--- config.mk ---
export PLATFORM = sky130hd
export DESIGN_NAME = sm2_kdf_ctrl_flat
export DESIGN_NICKNAME = d
export VERILOG_FILES = /design/src/rtl/sm2_kdf_ctrl_if.sv /design/src/rtl/sm2_kdf_ctrl.sv /design/src/flat_wrapper.sv
export SDC_FILE = /design/constraint.sdc
export NUM_CORES = 2
export LEC_CHECK = 0
export ABC_CLOCK_PERIOD_IN_PS = 2500
export BUFFER_PORTS_ARGS = -buffer_cell sky130_fd_sc_hd__buf_2
export CORE_AREA = 2 2 611 613
export DETAILED_ROUTE_END_ITERATION = 10
export DIE_AREA = 0 0 613 615
export GPL_TIMING_DRIVEN = 0
export PLACE_DENSITY = 0.3
export SLEW_MARGIN = 10
export SYNTH_ARGS = -nofsm -noshare
export SYNTH_HDL_FRONTEND = slang
export SYNTH_SLANG_ARGS = --single-unit
--- constraint.sdc ---
create_clock -name clk -period 2.5 [get_ports clk]
set_clock_uncertainty 0.2 [all_clocks]
set_input_delay 0.5 -clock clk [delete_from_list [all_inputs] [get_ports clk]]
set_output_delay 0.5 -clock clk [all_outputs]
set_load 0.01 [all_outputs]
--- src/rtl/sm2_kdf_ctrl_if.sv ---
// SM3 two-block hash core bus: 512-bit data plus 32-bit counter in, 256-bit digest out.
// The KDF controller drives it as master; the hash core is the slave.
interface sm2_kdf_ctrl_if;
  logic [511:0] sm3_datain;
  logic [31:0]  sm3_appendin;
  logic         sm3_start;
  logic [255:0] sm3_hashout;
  logic         sm3_valid;

  modport master (
    output sm3_datain,
    output sm3_appendin,
    output sm3_start,
    input  sm3_hashout,
    input  sm3_valid
  );

  modport slave (
    input  sm3_datain,
    input  sm3_appendin,
    input  sm3_start,
    output sm3_hashout,
    output sm3_valid
  );
endinterface

--- src/rtl/sm2_kdf_ctrl.sv ---
// SM2 KDF controller: hashes x2||y2||ct for ct = 1..NBLK on an SM3 core and presents the
// leftmost KLEN bits of Ha_1||Ha_2||... as the derived key, flagging the all-zero key.
module sm2_kdf_ctrl #(
  parameter int unsigned KLEN = 256
) (
  input  logic                clk,
  input  logic                rstn,
  input  logic [511:0]        xy_in,
  input  logic                start,
  output logic                busy,
  output logic [KLEN-1:0]     key_out,
  output logic                key_zero,
  output logic                valid,
  sm2_kdf_ctrl_if.master      sm3
);

  localparam int unsigned NBLK = (KLEN + 255) / 256;
  localparam int unsigned BUFW = NBLK * 256;

  typedef enum logic [1:0] {StIdle, StIssue, StWait, StDone} state_e;

  state_e          state_q, state_d;
  logic [31:0]     ct_q, ct_d;
  logic [511:0]    xy_q, xy_d;
  logic [BUFW-1:0] buf_q, buf_d;
  logic            kz_q, kz_d;

  logic accept;
  logic capture;
  logic last;

  assign accept  = (state_q == StIdle) && start;
  assign capture = (state_q == StWait) && sm3.sm3_valid;
  assign last    = (ct_q == 32'(NBLK));

  // State register
  always_ff @(posedge clk or negedge rstn) begin
    if (!rstn) begin
      state_q <= StIdle;
    end else begin
      state_q <= state_d;
    end
  end

  // Next-state logic
  always_comb begin
    state_d = state_q;
    unique case (state_q)
      StIdle:  if (start) state_d = StIssue;
      StIssue: state_d = StWait;
      StWait:  if (sm3.sm3_valid) state_d = last ? StDone : StIssue;
      StDone:  state_d = StIdle;
      default: state_d = StIdle;
    endcase
  end

  // FSM outputs
  always_comb begin
    busy          = (state_q != StIdle);
    valid         = (state_q == StDone);
    sm3.sm3_start = (state_q == StIssue);
  end

  // Datapath next-state: latch on accept, capture one digest slice per returned hash.
  always_comb begin
    xy_d  = xy_q;
    ct_d  = ct_q;
    buf_d = buf_q;
    kz_d  = kz_q;
    if (accept) begin
      xy_d  = xy_in;
      ct_d  = 32'd1;
      buf_d = '0;
      kz_d  = 1'b0;
    end
    if (capture) begin
      for (int unsigned i = 0; i < NBLK; i++) begin
        if (ct_q == 32'(i + 1)) begin
          buf_d[(NBLK - i) * 256 - 1 -: 256] = sm3.sm3_hashout;
        end
      end
      if (last) begin
        kz_d = ~|buf_d[BUFW-1 -: KLEN];
      end else begin
        ct_d = ct_q + 32'd1;
      end
    end
  end

  always_ff @(posedge clk or negedge rstn) begin
    if (!rstn) begin
      xy_q  <= '0;
      ct_q  <= '0;
      buf_q <= '0;
      kz_q  <= 1'b0;
    end else begin
      xy_q  <= xy_d;
      ct_q  <= ct_d;
      buf_q <= buf_d;
      kz_q  <= kz_d;
    end
  end

  // Truncation drops the low bits of the last digest when KLEN is not a multiple of 256.
  assign key_out          = buf_q[BUFW-1 -: KLEN];
  assign key_zero         = kz_q;
  assign sm3.sm3_datain   = xy_q;
  assign sm3.sm3_appendin = ct_q;

endmodule
--- src/flat_wrapper.sv ---
// flat-port wrapper written by rule: the top's interface ports become plain ports
module sm2_kdf_ctrl_flat 
#(
  parameter int unsigned KLEN = 256
)
  (clk, rstn, xy_in, start, busy, key_out, key_zero, valid, sm3_sm3_datain, sm3_sm3_appendin, sm3_sm3_start, sm3_sm3_hashout, sm3_sm3_valid);
  sm2_kdf_ctrl_if sm3_i ();
  input  logic clk;
  input  logic rstn;
  input  logic [511:0] xy_in;
  input  logic start;
  output logic busy;
  output logic [KLEN-1:0] key_out;
  output logic key_zero;
  output logic valid;
  output wire logic [$bits(sm3_i.sm3_datain)-1:0] sm3_sm3_datain;
  output wire logic [$bits(sm3_i.sm3_appendin)-1:0] sm3_sm3_appendin;
  output wire logic [$bits(sm3_i.sm3_start)-1:0] sm3_sm3_start;
  input wire logic [$bits(sm3_i.sm3_hashout)-1:0] sm3_sm3_hashout;
  input wire logic [$bits(sm3_i.sm3_valid)-1:0] sm3_sm3_valid;
  assign sm3_sm3_datain = sm3_i.sm3_datain;
  assign sm3_sm3_appendin = sm3_i.sm3_appendin;
  assign sm3_sm3_start = sm3_i.sm3_start;
  assign sm3_i.sm3_hashout = sm3_sm3_hashout;
  assign sm3_i.sm3_valid = sm3_sm3_valid;
  sm2_kdf_ctrl #(.KLEN(KLEN)) u_core (.clk(clk), .rstn(rstn), .xy_in(xy_in), .start(start), .busy(busy), .key_out(key_out), .key_zero(key_zero), .valid(valid), .sm3(sm3_i));
endmodule
Word-level counts from Yosys, hierarchy flattened
Cells that the tools add are included.
{"block": "op_classes", "addsub": 1, "eq_ne": 6, "mux": 14, "reduce_logical": 7}
{"cell": "$mux 256", "n": 4}
{"cell": "$reduce_or 256->1", "n": 1}
{"cell": "$mux 32", "n": 3}
{"cell": "$add 32x1->32 const B", "n": 1}
{"cell": "$eq 32x1->1 const B", "n": 1}
{"cell": "$pmux 2 s4", "n": 1}
{"cell": "$mux 2", "n": 3}
{"cell": "$eq 2x2->1 const B", "n": 2}
{"cell": "$ne 2x2->1 const B", "n": 2}
{"cell": "$mux 1", "n": 3}
{"cell": "$eq 2x1->1 const B", "n": 1}
{"cell": "$logic_and 1x1->1", "n": 2}
{"cell": "$logic_not 2->1", "n": 1}
{"cell": "$reduce_and 2->1", "n": 1}
{"cell": "$reduce_bool 2->1", "n": 1}
{"cell": "$logic_not 1->1", "n": 1}
{"block": "totals", "regBits": 803, "in_bits": 772, "output_inout_bits": 804}

Longest topological paths before layout
{"block": "logic_depth", "word_depth": 9, "ltp_mapped": 10, "mapped_depth_nobuf": 7}

Least setup slack after synthesis
No wires, ideal clock.
{"block": "synth_path", "path_kind": "reg-to-reg", "start": "register u_core.ct_q[1] (netlist: u_core.sm3.sm3_appendin[1])", "end": "register u_core.buf_q[181] (netlist: u_core.key_out[181])", "arrival_ns": 1.963, "required_time_ns": 2.173, "setup_slack_ns": 0.210, "stages_incl_launch_ff": 9, "n_path_buf": 2, "period_less_slack_ns": 2.290, "path_cell_list": "dfrtp_1 -> inv_1 -> ha_1 -> nor4b_2 -> nand4_2 -> nor3_4 -> buf_6 -> clkbuf_2 -> o21ai_2"}
{"block": "synth_between", "elab_chain_len": 4}
{"element": "start, declared", "line_no": "sm2_kdf_ctrl.sv:23", "source": "logic [31:0] ct_q, ct_d;"}
{"element": "start signal, assigned", "line_no": "sm2_kdf_ctrl.sv:98", "source": "ct_q <= ct_d;"}
{"element": "$eq 32x1->1", "line_no": "sm2_kdf_ctrl.sv:78", "source": "if (ct_q == 32'(i + 1)) begin"}
{"element": "$mux 256", "line_no": "sm2_kdf_ctrl.sv:78"}
{"element": "$mux 256 (2 in series)", "line_no": "sm2_kdf_ctrl.sv:76", "source": "if (capture) begin"}
{"element": "net u_core.buf_d[181]", "line_no": "sm2_kdf_ctrl.sv:25", "source": "logic [BUFW-1:0] buf_q, buf_d;"}
{"element": "end signal, assigned", "line_no": "sm2_kdf_ctrl.sv:99", "source": "buf_q <= buf_d;"}
{"element": "end, declared", "line_no": "sm2_kdf_ctrl.sv:25"}
The timed path passes the listed nets, and every way through them passes these cells. The select of a mux whose other input is x is not followed.
A chain may end at the register's enable or synchronous reset.

Worst setup path after layout
{"block": "layout_path", "start": "register u_core.ct_q[1] (netlist: u_core.sm3.sm3_appendin[1])", "end": "register u_core.buf_q[142] (netlist: u_core.key_out[142])"}
The elaborated chain is that of the path after synthesis.

==> impl_metrics.ini <==
[outcome]
status = finished, violations left
violations = hold timing, setup timing

[critical_path]
critPathMaxStageDelay_ns = 0.41
worstPathArrival_ns = 3.18
cp_max_fo = 8
crit_type = reg2reg
setup.worst_path.end_class = register
crit_required_ns = 3.05
start_kind = register
crit_slowest_cell = dfrtp_1
crit_chain = inv_1 > ha_1 > nor4b_4 > nand4_4 > nor3_4 > buf_6 > buf_8 > buf_12 > buf_16 > buf_12 > clkbuf_16 > nand2_2 > o21ai_2
cp_common_cell = buf_12

[drt]
highest_layer = met5
ant_nets = 0
routed_wl_microns = 274000
routed-wl-met3_microns = 19000
first_pass_iters = 5
routedLengthMet1_microns = 103000
routedWlPerCell_microns = 24.5
drt_iter0_markers = 1976
remaining_drc_errors = 0
vias = 36400
vias_per_cell = 3.25
wl_met2_microns = 144000

[floorplan]
num_io_pins = 1576
core-area_sq_um = 371000
initial_utilization = 0.0893
row_count = 224
die_area_sq_um = 377000
die_w_microns = 613
die_h_microns = 615

[power]
p_comb_frac = 0.444
power.switching_mw = 31.1
switching_share = 0.442
pwr-share-clk = 0.241
intPower_mw = 39.2
peakVddDrop_v = 0.000597
p_per_area_nw_per_um2 = 1150
power_leakage_nw = 30.2
seqPwrFrac = 0.315

[job]
max-cap-violations = 0

[sta]
max_freq_ghz = 0.382
whs_ns = -0.214
final_max_slew_viol_count = 0
grt_setup_unrepaired = yes
setup_viol = 232
setup_tns_ns = -17.01
final.min_clock_period_ns = 2.62
hold_viol = 103
finalCritPeriodShare = 1.05
tightest_slew_ns = 1.14
fin_ws_ns = -0.121
relSlewSlack = 0.239

[clocking]
clockBufferDepth = 4
cts-hold-fix-buffers = 775
insertion_delay_ns = 0.83
ctsRootBufferMaster = clkbuf_16
cts_tree = done
cts_buffers = 114
cts_max_level = 3
clock-sinks = 803
clk_pin_slew_ns = 0.06

[synthesis]
synth.top_cell.area_share = 0.607
synthesis.instances = 3570
synth_compound_area_frac = 0.0677
synth.largest_area_cell = dfrtp_1
synth_top_family_by_area = simple AND/OR/NAND/NOR gates
yosysSeqAreaShare = 0.607
netlist_area_sq_um = 33100
synth_edf_count = 0
synth.area.mux_share = 0.00336
ys.flop_type = dfrtp_1
syn_avg_cell_area_sq_um = 9.28
ys_seq_elements = 803
post_synth_fa_ha_maj_area_fraction = 0.000756
async_flop_share = 1.00
synth.area.top_cells = dfrtp_1, nand2_1, o21ai_2
yosysUniqueCellTypes = 47
synth_fp_nets = 4344
synthSimpleGateAreaFrac = 0.282
synth_xor_area_frac = 0.00106
yosysWarnings = 0

[global_route]
grt_use_total = 0.140
grt_max_degree = 139
grt_pass1_wl_microns = 360000
antenna_found_initial = 56
grt-ovfl-total = 0
grt_pass1_vias = 38200

[finish]
fin_nets = 6892
area_delta_synth_final_pct = 84.6
finalInstanceArea_sq_um = 61100
drive_gt1_frac = 0.388
final_cells = 11200

[place]
hpwlAfterDp_microns = 230000
pre_cts_slack_ns = -1.66
dp.cells = 10100
port_buffers = 1575
post_dp_cell_area_sq_um = 47600
place.gp.congestion = 0.931

[worst_hold_path]
hold_class = in2async
==> power groups by stage <==
stage / Sequential [mW] / Combinational (mW) / Clock, mW
2_1_floorplan: 24.3 / 9.50 / 0
3_3_place_gp: 22.2 / 29.1 / 0
3_5_place_dp: 22.3 / 29.2 / 0
4_1_cts: 22.1 / 31.9 / 17.6
5_1_grt: 22.8 / 33.8 / 18.0
6_report: 22.1 / 31.2 / 17.0
==> worst paths after layout <==
kind / startpoint / to / slack [ns] / cells after the start
max: u_core.sm3.sm3_appendin[1] / u_core.key_out[142] / -0.12 / 13
min: rstn / u_core.key_out[149] / -0.21 / 5
max reg2reg: u_core.sm3.sm3_appendin[1] / u_core.key_out[142] / -0.12 / 13
min reg2reg: u_core.sm3.sm3_datain[278] / u_core.sm3.sm3_datain[278] / 0.27 / 2
max in group asynchronous: rstn / u_core.sm3.sm3_datain[151] / 0.19 / 8
min in group clk: xy_in[52] / u_core.sm3.sm3_datain[52] / 0.15 / 4
==> synthesized netlist by cell type, types with 12 or more instances <==
cell type,instances
nor2_1,13
nand3_1,24
clkbuf_1,143
nand2_1,1888
nand2_2,186
o21ai_2,196
o21ai_0,12
o21ai_1,62
clkbuf_2,15
buf_12,21
nor4_1,68
dfrtp_1,803
nand4_1,23
==> per-layer routing <==
| layer | vias up | global-route usage |
|---|---|---|
| met2 | 1365 | 0.263 |
| li1 | 16500 | - |
| met5 | - | 0 |
| met3 | 308 | 0.0358 |
| met1 | 18300 | 0.155 |
| met4 | 4 | 0.0353 |
==> critical path, delay by kind of cell (launching register included) <==
kind	cells	cell delay, ns
DFF	1	0.41
buffers and inverters	7	0.98
adders and majority gates	1	0.14
AOI/OAI and AO/OA	1	0.06
and+or+nand+nor	4	0.72
==> flip-flops by register name, summed over array words and instances (netlist names) <==
signal,cells
u_core.sm3.sm3_datain,512
u_core.key_out,256
u_core.sm3.sm3_appendin,32
u_core.state_q,2
u_core.key_zero,1
==> cell type report <==
| class | instances | area, sq um |
|---|---|---|
| Antenna cell | 20 | 50.0 |
| Buffer | 197 | 1530 |
| Clock buffer | 168 | 3370 |
| Clock inverter | 36 | 442 |
| Fill cell | 42100 | 310000 |
| Inverter | 5 | 18.8 |
| Multi-Input combinational cell | 2558 | 12100 |
| Sequential cell | 803 | 20100 |
| Tap cell | 4972 | 6220 |
| Timing Repair Buffer | 2439 | 17300 |
==> kinds of logic after synthesis <==
logic type | count (synthesis)
compound gates | 293
flops | 803
mux | 11
simple gates | 2248
fa+ha+maj | 2
buf+inv | 209
xor+xnor | 4
==> cells in the final DEF, fill, tap and decap left out, types with 43 or more instances in the layout <==
| master | count |
|---|---|
| clkbuf_1 | 101 |
| clkbuf_16 | 130 |
| o21ai_1 | 57 |
| nor4_1 | 57 |
| o21ai_2 | 200 |
| clkbuf_2 | 49 |
| dlygate4sd3_1 | 770 |
| buf_2 | 1567 |
| nand2_2 | 188 |
| buf_12 | 43 |
| dfrtp_1 | 797 |
| nand2_1 | 1866 |
==> metrics by stage <==
stage / util / power (mW)
finish: 0.165 / 70.3
global route: 0.165 / 74.6
CTS: 0.164 / 71.7
detailed placement: 0.128 / 51.4
global placement: 0.127 / 51.3
floorplan: - / 33.8
==> timing repair <==
action | 4_1_cts | 5_1_grt
setup buffers | 30 | 19
pin swaps | 29 | 7
gates cloned | 15 | 11
endpoints found under the hold margin | 1031 | 103
endpoints found under the setup margin | 804 | 565
resized for setup | 201 | 73
No activity file was read; power rests on OpenSTA's default activity.
